**config.mk**
```make
export PLATFORM = sky130hd
export DESIGN_NAME = barret_347_rr_sched
export DESIGN_NICKNAME = d
export VERILOG_FILES = /design/src/rtl/barret_347_pkg.sv /design/src/rtl/barret_347_rr_arb.sv /design/src/rtl/barret_for_347.sv /design/src/rtl/barret_347_rr_sched.sv
export SDC_FILE = /design/constraint.sdc
export NUM_CORES = 1
export LEC_CHECK = 0
export ABC_CLOCK_PERIOD_IN_PS = 16750
export CAP_MARGIN = 20
export CORE_AREA = 2 2 133 135
export CTS_BUF_LIST = sky130_fd_sc_hd__clkbuf_16
export CTS_CLUSTER_DIAMETER = 100
export DETAILED_ROUTE_END_ITERATION = 16
export DIE_AREA = 0 0 135 137
export GPL_TIMING_DRIVEN = 0
export PLACE_DENSITY = 0.62
export SLEW_MARGIN = 25
export SYNTH_ARGS = -nofsm -noshare
export SYNTH_HDL_FRONTEND = slang
export SYNTH_SLANG_ARGS = --single-unit
```
**constraint.sdc**
```tcl
create_clock -name clk -period 16.75 [get_ports clk]
set_clock_uncertainty 0.05 [all_clocks]
set_input_delay 3.35 -clock clk [delete_from_list [all_inputs] [get_ports clk]]
set_output_delay 3.35 -clock clk [all_outputs]
set_load 0.02 [all_outputs]
```
**src/rtl/barret_347_pkg.sv**
```systemverilog
// Shared constants and pipeline stage records for the mod-347 reduction scheduler.
package barret_347_pkg;

  localparam int Q           = 347;
  localparam int DIN_W       = 17;
  localparam int DOUT_W      = 9;
  localparam int MAX_OPERAND = 120408;
  localparam int MAX_ID_W    = 3;

  // Stage 1 record: raw operand waiting for reduction.
  typedef struct packed {
    logic                valid;
    logic [DIN_W-1:0]    data;
    logic [MAX_ID_W-1:0] id;
    logic                err;
  } s1_rec_t;

  // Stage 2 record: reduced residue presented on the outputs.
  typedef struct packed {
    logic                valid;
    logic [DOUT_W-1:0]   data;
    logic [MAX_ID_W-1:0] id;
    logic                err;
  } s2_rec_t;

endpackage

```
**src/rtl/barret_347_rr_arb.sv**
```systemverilog
// Round-robin grant generation with a rotating priority pointer.
module barret_347_rr_arb
  import barret_347_pkg::*;
#(
  parameter  int NUM_REQ = 4,
  localparam int ID_W    = $clog2(NUM_REQ)
) (
  input  logic               clk,
  input  logic               rst,
  input  logic [NUM_REQ-1:0] req_valid,
  input  logic               adv,
  output logic [NUM_REQ-1:0] grant,
  output logic [ID_W-1:0]    gnt_id,
  output logic               any_grant
);

  logic [ID_W-1:0] ptr_reg;
  logic [ID_W-1:0] ptr_next;
  logic [ID_W:0]   idx_sum;
  logic [ID_W:0]   inc;

  always_comb begin
    grant     = '0;
    gnt_id    = '0;
    any_grant = 1'b0;
    idx_sum   = '0;
    for (int k = 0; k < NUM_REQ; k++) begin
      idx_sum = {1'b0, ptr_reg} + (ID_W+1)'(k);
      if (idx_sum >= (ID_W+1)'(NUM_REQ))
        idx_sum = idx_sum - (ID_W+1)'(NUM_REQ);
      if (!any_grant && req_valid[idx_sum[ID_W-1:0]]) begin
        grant[idx_sum[ID_W-1:0]] = 1'b1;
        gnt_id                   = idx_sum[ID_W-1:0];
        any_grant                = 1'b1;
      end
    end
  end

  // Priority moves just past the requester that was served.
  assign inc      = {1'b0, gnt_id} + (ID_W+1)'(1);
  assign ptr_next = (inc >= (ID_W+1)'(NUM_REQ)) ? '0 : inc[ID_W-1:0];

  always_ff @(posedge clk) begin
    if (rst)
      ptr_reg <= '0;
    else if (adv && any_grant)
      ptr_reg <= ptr_next;
  end

endmodule

```
**src/rtl/barret_for_347.sv**
```systemverilog
// Combinational Barrett reduction of a 17-bit operand modulo 347.
module barret_for_347
  import barret_347_pkg::*;
(
  input  logic [DIN_W-1:0]  din,
  output logic [DOUT_W-1:0] dout
);

  // m = floor(2^18 / 347); the quotient estimate is at most one short over the
  // full 17-bit input range, so a single conditional subtract suffices.
  localparam int K = 18;
  localparam int M = 755;

  logic [26:0] prod;
  logic [8:0]  q_est;
  logic [9:0]  r0;

  assign prod  = {10'b0, din} * 27'(M);
  assign q_est = 9'(prod >> K);
  assign r0    = 10'({1'b0, din} - 18'(q_est) * 18'(Q));
  assign dout  = 9'((r0 >= 10'(Q)) ? (r0 - 10'(Q)) : r0);

endmodule

```
**src/rtl/barret_347_rr_sched.sv**
```systemverilog
// Round-robin scheduler feeding one mod-347 reducer through two registered stages.
// Optional range check on operands enabled by defining BARRET_347_RANGE_CHK_EN.
module barret_347_rr_sched
  import barret_347_pkg::*;
#(
  parameter  int NUM_REQ = 4,
  localparam int ID_W    = $clog2(NUM_REQ)
) (
  input  logic                     clk,
  input  logic                     rst,
  input  logic [NUM_REQ-1:0]       req_valid,
  input  logic [NUM_REQ*DIN_W-1:0] req_data,
  output logic [NUM_REQ-1:0]       req_ready,
  output logic                     out_valid,
  output logic [DOUT_W-1:0]        out_data,
  output logic [ID_W-1:0]          out_id,
  output logic                     out_err,
  input  logic                     out_ready
);

  s1_rec_t s1_reg, s1_next;
  s2_rec_t s2_reg, s2_next;

  logic                 adv;
  logic [NUM_REQ-1:0]   grant;
  logic [ID_W-1:0]      gnt_id;
  logic                 any_grant;
  logic [DIN_W-1:0]     operand [NUM_REQ];
  logic [DOUT_W-1:0]    residue;
  logic                 unused_bits;

  assign adv = !s2_reg.valid || out_ready;

  genvar gi;
  generate
    for (gi = 0; gi < NUM_REQ; gi++) begin : g_req
      assign operand[gi]   = req_data[DIN_W*gi +: DIN_W];
      assign req_ready[gi] = adv && grant[gi] && !rst;
    end
  endgenerate

  barret_347_rr_arb #(
    .NUM_REQ (NUM_REQ)
  ) u_arb (
    .clk       (clk),
    .rst       (rst),
    .req_valid (req_valid),
    .adv       (adv),
    .grant     (grant),
    .gnt_id    (gnt_id),
    .any_grant (any_grant)
  );

  barret_for_347 u_red (
    .din  (s1_reg.data),
    .dout (residue)
  );

  always_comb begin
    s1_next       = '0;
    s1_next.valid = any_grant;
    s1_next.data  = operand[gnt_id];
    s1_next.id    = MAX_ID_W'(gnt_id);
`ifdef BARRET_347_RANGE_CHK_EN
    s1_next.err   = (operand[gnt_id] > DIN_W'(MAX_OPERAND));
`else
    s1_next.err   = 1'b0;
`endif
  end

  always_comb begin
    s2_next       = '0;
    s2_next.valid = s1_reg.valid;
    s2_next.id    = s1_reg.id;
`ifdef BARRET_347_RANGE_CHK_EN
    // Out-of-range operands still occupy a slot but return a zero residue.
    s2_next.err   = s1_reg.err;
    s2_next.data  = s1_reg.err ? '0 : residue;
`else
    s2_next.err   = 1'b0;
    s2_next.data  = residue;
`endif
  end

  always_ff @(posedge clk) begin
    if (rst) begin
      s1_reg <= '0;
      s2_reg <= '0;
    end else if (adv) begin
      s1_reg <= s1_next;
      s2_reg <= s2_next;
    end
  end

  assign out_valid = s2_reg.valid;
  assign out_data  = s2_reg.data;
  assign out_id    = s2_reg.id[ID_W-1:0];
  assign out_err   = s2_reg.err;

  // Id bits above ID_W and the stage-1 error flag may be unread in some builds.
  assign unused_bits = ^{s1_reg.err, s2_reg.id};

endmodule
```
# After elaboration in Yosys (flattened, before gate mapping)
# Cells that the tools add are included.
# totals
ff_bits	34
wordCells	97
# op_classes
mul	2
n_bitwise	4
add_sub_neg	10
n_lt_le_gt_ge	15
mux	37
n_reduce_logical	22
# op_table
cell	n
$bmux 17 s2	1
$mux 17	2
$mul 17x10->27 const B	1
$mux 2	9
$logic_and 1x1->1	16
$mux 4	4
$ge 3x3->1 const B	5
$lt 2x3->1 const B	4
$mux 1	12
$or 4x4->4	3
$ge 10x9->1 const B	1
$mul 9x9->10 const B	1
$sub 10x10->10	1
$mux 9	1
$sub 9x9->9 const B	1
$bmux 1 s2	4
$demux 1 s2	4
$ge 2x1->1 const B	4
$sub 2x1->2 const B	4
$add 2x1->3 const B	2
$add 2x2->3 const B	2
$logic_not 1->1	5
$ge 2x3->1 const B	1
$not 2->3	1
$logic_or 1x1->1	1

# Longest topological paths before layout
# logic_depth
ltp_word	18
depth_mapped	41
ltp_nobuf	40

# By module
# Synthesis repeated with hierarchy kept, for this count alone.
# unflattened
hier_cells	748
hier_area_um2	7050.5
# by_module_without_submodules
mod	cells_each	area_each_um2	n_inst
barret_for_347	523	4943.5	1
barret_347_rr_sched	168	1586.5	1
barret_347_rr_arb	57	520.5	1

# Worst setup path before layout
# No wires, ideal clock.
# synth_timing
kind	flip-flop to flip-flop
from	register s1_reg[13] (netlist bit)
to	register s2_reg, in the netlist out_data[6]
n_path_buf	1
stages_incl_launch_ff	36
setup_time_ns	0.120
t_arrival_ns	9.243
path_slack_ns	7.337
cell_sequence	dfxtp_1 -> inv_1 -> fa_1 -> inv_1 -> fa_1 -> fa_1 -> fa_1 -> inv_1 -> fa_1 -> inv_1 -> ha_1 -> a21o_2 -> a21o_1 -> o221a_4 -> a211oi_4 -> a21oi_1 -> a21oi_1 -> xnor2_1 -> ha_1 -> fa_1 -> fa_1 -> inv_1 -> fa_1 -> inv_1 -> fa_1 -> xor2_1 -> xnor2_1 -> xnor2_1 -> xnor2_1 -> xnor3_1 -> xnor3_2 -> xor3_2 -> o221ai_2 -> buf_6 -> a21oi_1 -> o31a_1
# synth_via
elab_chain_cells	5
# synth_lines
element	line_no	source
start, declared	barret_347_rr_sched.sv:21	s1_rec_t s1_reg, s1_next;
start signal, assigned	barret_347_rr_sched.sv:90	s1_reg <= s1_next;
$mul 17x10->27	barret_for_347.sv:18	assign prod = {10'b0, din} * 27'(M);
$mul 9x9->10	barret_for_347.sv:20	assign r0 = 10'({1'b0, din} - 18'(q_est) * 18'(Q));
$sub 10x10->10 *	barret_for_347.sv:20	
$sub 9x9->9 or $ge 10x9->1 (tied branches)	barret_for_347.sv:21	assign dout = 9'((r0 >= 10'(Q)) ? (r0 - 10'(Q)) : r0);
$mux 9 *	barret_for_347.sv:21	
end signal, assigned	barret_347_rr_sched.sv:91	s2_reg <= s2_next;
end, declared	barret_347_rr_sched.sv:22	s2_rec_t s2_reg, s2_next;
# Mark *: on every way between the ends. The rest lies on a longest branch, timed or not.
# A chain may end at the register's enable or synchronous reset.

# Worst setup path in the final report
# Ends and elaborated chain as after synthesis.

==> impl_results.html <==
<table>
<tr><th>Metric</th><th>Value</th></tr>
<tr><th colspan="2">Floorplan</th></tr>
<tr><td>Overall die width</td><td>about 140 um</td></tr>
<tr><td>Row count</td><td>48</td></tr>
<tr><td>Die area</td><td>18500 um2</td></tr>
<tr><td>Die Y-Extent</td><td>137 um</td></tr>
<tr><td>Core Region</td><td>about 17000 um2</td></tr>
<tr><td>IO Count</td><td>92</td></tr>
<tr><td>Starting Density</td><td>0.4142</td></tr>
<tr><th colspan="2">Clocking</th></tr>
<tr><td>Clock sink total</td><td>34</td></tr>
<tr><td>Clock tree from TritonCTS</td><td>done</td></tr>
<tr><td>CTS HTree Levels</td><td>2</td></tr>
<tr><td>Post-CTS Hold Fix Bufs</td><td>0</td></tr>
<tr><td>Clock transition at path regs</td><td>around 0.06 ns</td></tr>
<tr><td>Number of cells upsized or downsized after cts</td><td>0</td></tr>
<tr><td>Buffer levels on the longest clock path</td><td>2</td></tr>
<tr><td>Clock root buffer</td><td>sky130_fd_sc_hd__clkbuf_16</td></tr>
<tr><td>CTS Buf Count</td><td>5</td></tr>
<tr><td>Clock latency of the later-clocked register in the worst-skew pair</td><td>a little under 0.3 ns</td></tr>
<tr><td># Post-CTS Setup Buffers</td><td>0</td></tr>
<tr><th colspan="2">Critical path</th></tr>
<tr><td>Total buffers and inverters traversed by the critical path</td><td>10</td></tr>
<tr><td>Critical-path maximum fanout</td><td>10</td></tr>
<tr><td>Cell with the most instances on the worst path</td><td>sky130_fd_sc_hd__inv_1</td></tr>
<tr><td>Startpoint type of the worst setup path</td><td>register</td></tr>
<tr><td>Crit-path slowest cell</td><td>sky130_fd_sc_hd__dfxtp_1</td></tr>
<tr><td>Required time of the worst setup path</td><td>16.88 ns</td></tr>
<tr><td>Arr. time, crit path</td><td>about 10 ns</td></tr>
<tr><td>Crit path largest cell delay</td><td>0.64 ns</td></tr>
<tr><td>Setup Crit Path Kind</td><td>reg -&gt; reg</td></tr>
<tr><td>Critical path capture point type</td><td>register</td></tr>
<tr><td>Crit-path leading delay family</td><td>adder cells</td></tr>
<tr><th colspan="2">Placed design</th></tr>
<tr><td>Gpl congestion</td><td>0.8562</td></tr>
<tr><td>Cell area after placement</td><td>slightly above 8000 um2</td></tr>
<tr><td>Setup slack at placement</td><td>between 6 and 7 ns</td></tr>
<tr><td>Post-DP HPWL</td><td>14310 um</td></tr>
<tr><td>Buffers added on ports</td><td>90</td></tr>
<tr><th colspan="2">Synthesis</th></tr>
<tr><td>Number of nets produced by synthesis</td><td>1107</td></tr>
<tr><td>Combined area of all synthesized cells</td><td>7064 um2</td></tr>
<tr><td>Async set-reset flop share out of synthesis</td><td>0</td></tr>
<tr><td>Number of enable flip-flop cells after synthesis</td><td>0</td></tr>
<tr><td>Area contributors post-synth</td><td>sky130_fd_sc_hd__fa_1 (24%), sky130_fd_sc_hd__ha_1 (22%), sky130_fd_sc_hd__dfxtp_1 (9.6%)</td></tr>
<tr><td>Portion of synthesized cell area occupied by the leading cell type</td><td>0.2380</td></tr>
<tr><td>Synth area leader</td><td>sky130_fd_sc_hd__fa_1</td></tr>
<tr><td>Yosys warnings</td><td>0</td></tr>
<tr><td>Synth Flop Type</td><td>sky130_fd_sc_hd__dfxtp_1</td></tr>
<tr><td>Proportion of synthesized chip area in sequential cells</td><td>0.09635</td></tr>
<tr><td>Yosys reg bits</td><td>34</td></tr>
<tr><td>Syn Inst Count</td><td>824</td></tr>
<tr><td>Average size of a mapped cell</td><td>8.573 um2</td></tr>
<tr><td>Number of different library cells in the post-synthesis netlist</td><td>70</td></tr>
<tr><th colspan="2">Run</th></tr>
<tr><td>Count of maximum capacitance violations</td><td>0</td></tr>
<tr><th colspan="2">STA</th></tr>
<tr><td>Final Hold Vio Count</td><td>0</td></tr>
<tr><td>Ratio of final minimum period to clock period</td><td>0.6183</td></tr>
<tr><td>Headroom to the max-slew limit</td><td>0.4537</td></tr>
<tr><td>Total setup violations reported at the end of the flow</td><td>0</td></tr>
<tr><td>Max Clock Freq</td><td>96.56 MHz</td></tr>
<tr><td>Sum of negative setup slack</td><td>0 ns</td></tr>
<tr><td>Worst Max-Slew Pin Slew</td><td>0.8080 ns</td></tr>
<tr><td>Least setup slack across all paths after layout</td><td>6.394 ns</td></tr>
<tr><td>RSZ-0062 raised after global routing</td><td>no</td></tr>
<tr><td>Number of pins exceeding their max-slew limit in the final report</td><td>0</td></tr>
<tr><td>Final min period</td><td>10.36 ns</td></tr>
<tr><th colspan="2">Global route</th></tr>
<tr><td>Number of global-route vias before repair</td><td>6000</td></tr>
<tr><td>Antenna violations before repair</td><td>0</td></tr>
<tr><td>Largest net degree at the start of global routing</td><td>14</td></tr>
<tr><td>Wire length of the first global-routing pass</td><td>28010 um</td></tr>
<tr><td>GRT Total Usage</td><td>0.1888</td></tr>
<tr><td>Total congestion overflow after global routing</td><td>0</td></tr>
<tr><th colspan="2">Final layout</th></tr>
<tr><td>Leading cell types in the layout, fill and taps excluded</td><td>sky130_fd_sc_hd__inv_1 (140), sky130_fd_sc_hd__ha_1 (124), sky130_fd_sc_hd__nand2_1 (115)</td></tr>
<tr><td>Layout area overhead</td><td>18.74%</td></tr>
<tr><td>Area used by sequential logic in the layout</td><td>680.7 um2</td></tr>
<tr><td>Layout Cell Area excl Fill</td><td>8388 um2</td></tr>
<tr><td>Commonest non-fill, non-tap cell in the layout</td><td>sky130_fd_sc_hd__inv_1</td></tr>
<tr><td>Final core utilization</td><td>0.4918</td></tr>
<tr><td>Net total in the final layout</td><td>1204</td></tr>
<tr><td>Filler Cells Inserted</td><td>1715</td></tr>
<tr><td>Antenna cell count</td><td>0</td></tr>
<tr><td>Number of flip-flops under the largest register name</td><td>20</td></tr>
<tr><td>Area occupied by multi-input gates</td><td>5722 um2</td></tr>
<tr><td>Share of layout cells above drive strength 1</td><td>0.03796</td></tr>
<tr><th colspan="2">Detailed routing</th></tr>
<tr><td>Detailed-router iteration count before antenna repair</td><td>5</td></tr>
<tr><td>Detail-routed via count per cell</td><td>5.080</td></tr>
<tr><td>Number of design rule violations left after detail routing</td><td>0</td></tr>
<tr><td>Antenna-violating nets left</td><td>0</td></tr>
<tr><td>DRT Wirelength</td><td>16480 um</td></tr>
<tr><td>Vias</td><td>5827</td></tr>
<tr><td>Wire length per cell after detailed routing</td><td>roughly 14 um</td></tr>
<tr><td>Iteration-0 DRC count of the detailed router</td><td>176</td></tr>
<tr><th colspan="2">Run status</th></tr>
<tr><td>Status</td><td>completed</td></tr>
<tr><th colspan="2">Hold path</th></tr>
<tr><td>Class of the worst hold path</td><td>reg -&gt; reg</td></tr>
</table>
==> cell usage after synthesis (10+ instances only) <==
master,count
sky130_fd_sc_hd__nand3_1,62
sky130_fd_sc_hd__dfxtp_1,34
sky130_fd_sc_hd__inv_1,140
sky130_fd_sc_hd__nand2_1,115
sky130_fd_sc_hd__a21oi_1,47
sky130_fd_sc_hd__clkbuf_1,17
sky130_fd_sc_hd__ha_1,124
sky130_fd_sc_hd__o21ai_0,15
sky130_fd_sc_hd__nor2_1,30
sky130_fd_sc_hd__fa_1,84
sky130_fd_sc_hd__xor2_1,10
sky130_fd_sc_hd__xnor2_1,18
==> worst min-delay path: cells and delay by family (launching register included) <==
kind            cells  cell delay, ns
simple gates        1            0.05
flops               1            0.31
compound gates      1            0.05
==> path summary, 6_finish.rpt <==
kind / slack, ns / start / end / depth (start not counted)
max: 6.39 / s1_reg[13] / out_data[6] / 39
min: 0.41 / s1_reg[1] / out_id[0] / 2
max reg2reg: 6.39 / s1_reg[13] / out_data[6] / 39
min reg2reg: 0.41 / s1_reg[1] / out_id[0] / 2
==> cell families after synthesis <==
logic type / Yosys count / synth area share
adders and majority gates: 208 / 0.4577
muxes: 11 / 0.02373
buffers and inverters: 166 / 0.09369
AOI/OAI and AO/OA: 127 / 0.1250
xor gates and xnor gates: 31 / 0.04481
other: 1 / 0.0005308
and+or+nand+nor: 246 / 0.1582
DFF: 34 / 0.09635
==> metrics by stage <==
step | instances | hold slack (ns)
floorplan | 824 | 0.3867
global placement | 1139 | 0.3936
detailed placement | 1139 | 0.4002
CTS | 1147 | 0.4073
global route | 1147 | 0.4287
finish | 1147 | 0.4057
==> layout make-up <==
type,count,share of cell area
Multi-Input combinational cell,624,0.6821
Tap cell,225,0.03356
Clock buffer,5,0.01492
Clock inverter,3,0.001939
Inverter,142,0.06354
Sequential cell,34,0.08115
Buffer,24,0.01536
Timing Repair Buffer,90,0.1074
==> routing by layer <==
metal,global-route usage,up-vias,routed length (um)
li1,-,2947,-
met1,0.2498,2729,7729
met2,0.3283,139,7715
met3,0.02704,12,799
met4,0.04282,0,233
met5,0,-,0
Power is not shown: default switching activity piles up to over one toggle a cycle in this logic, so the estimate is an artifact.
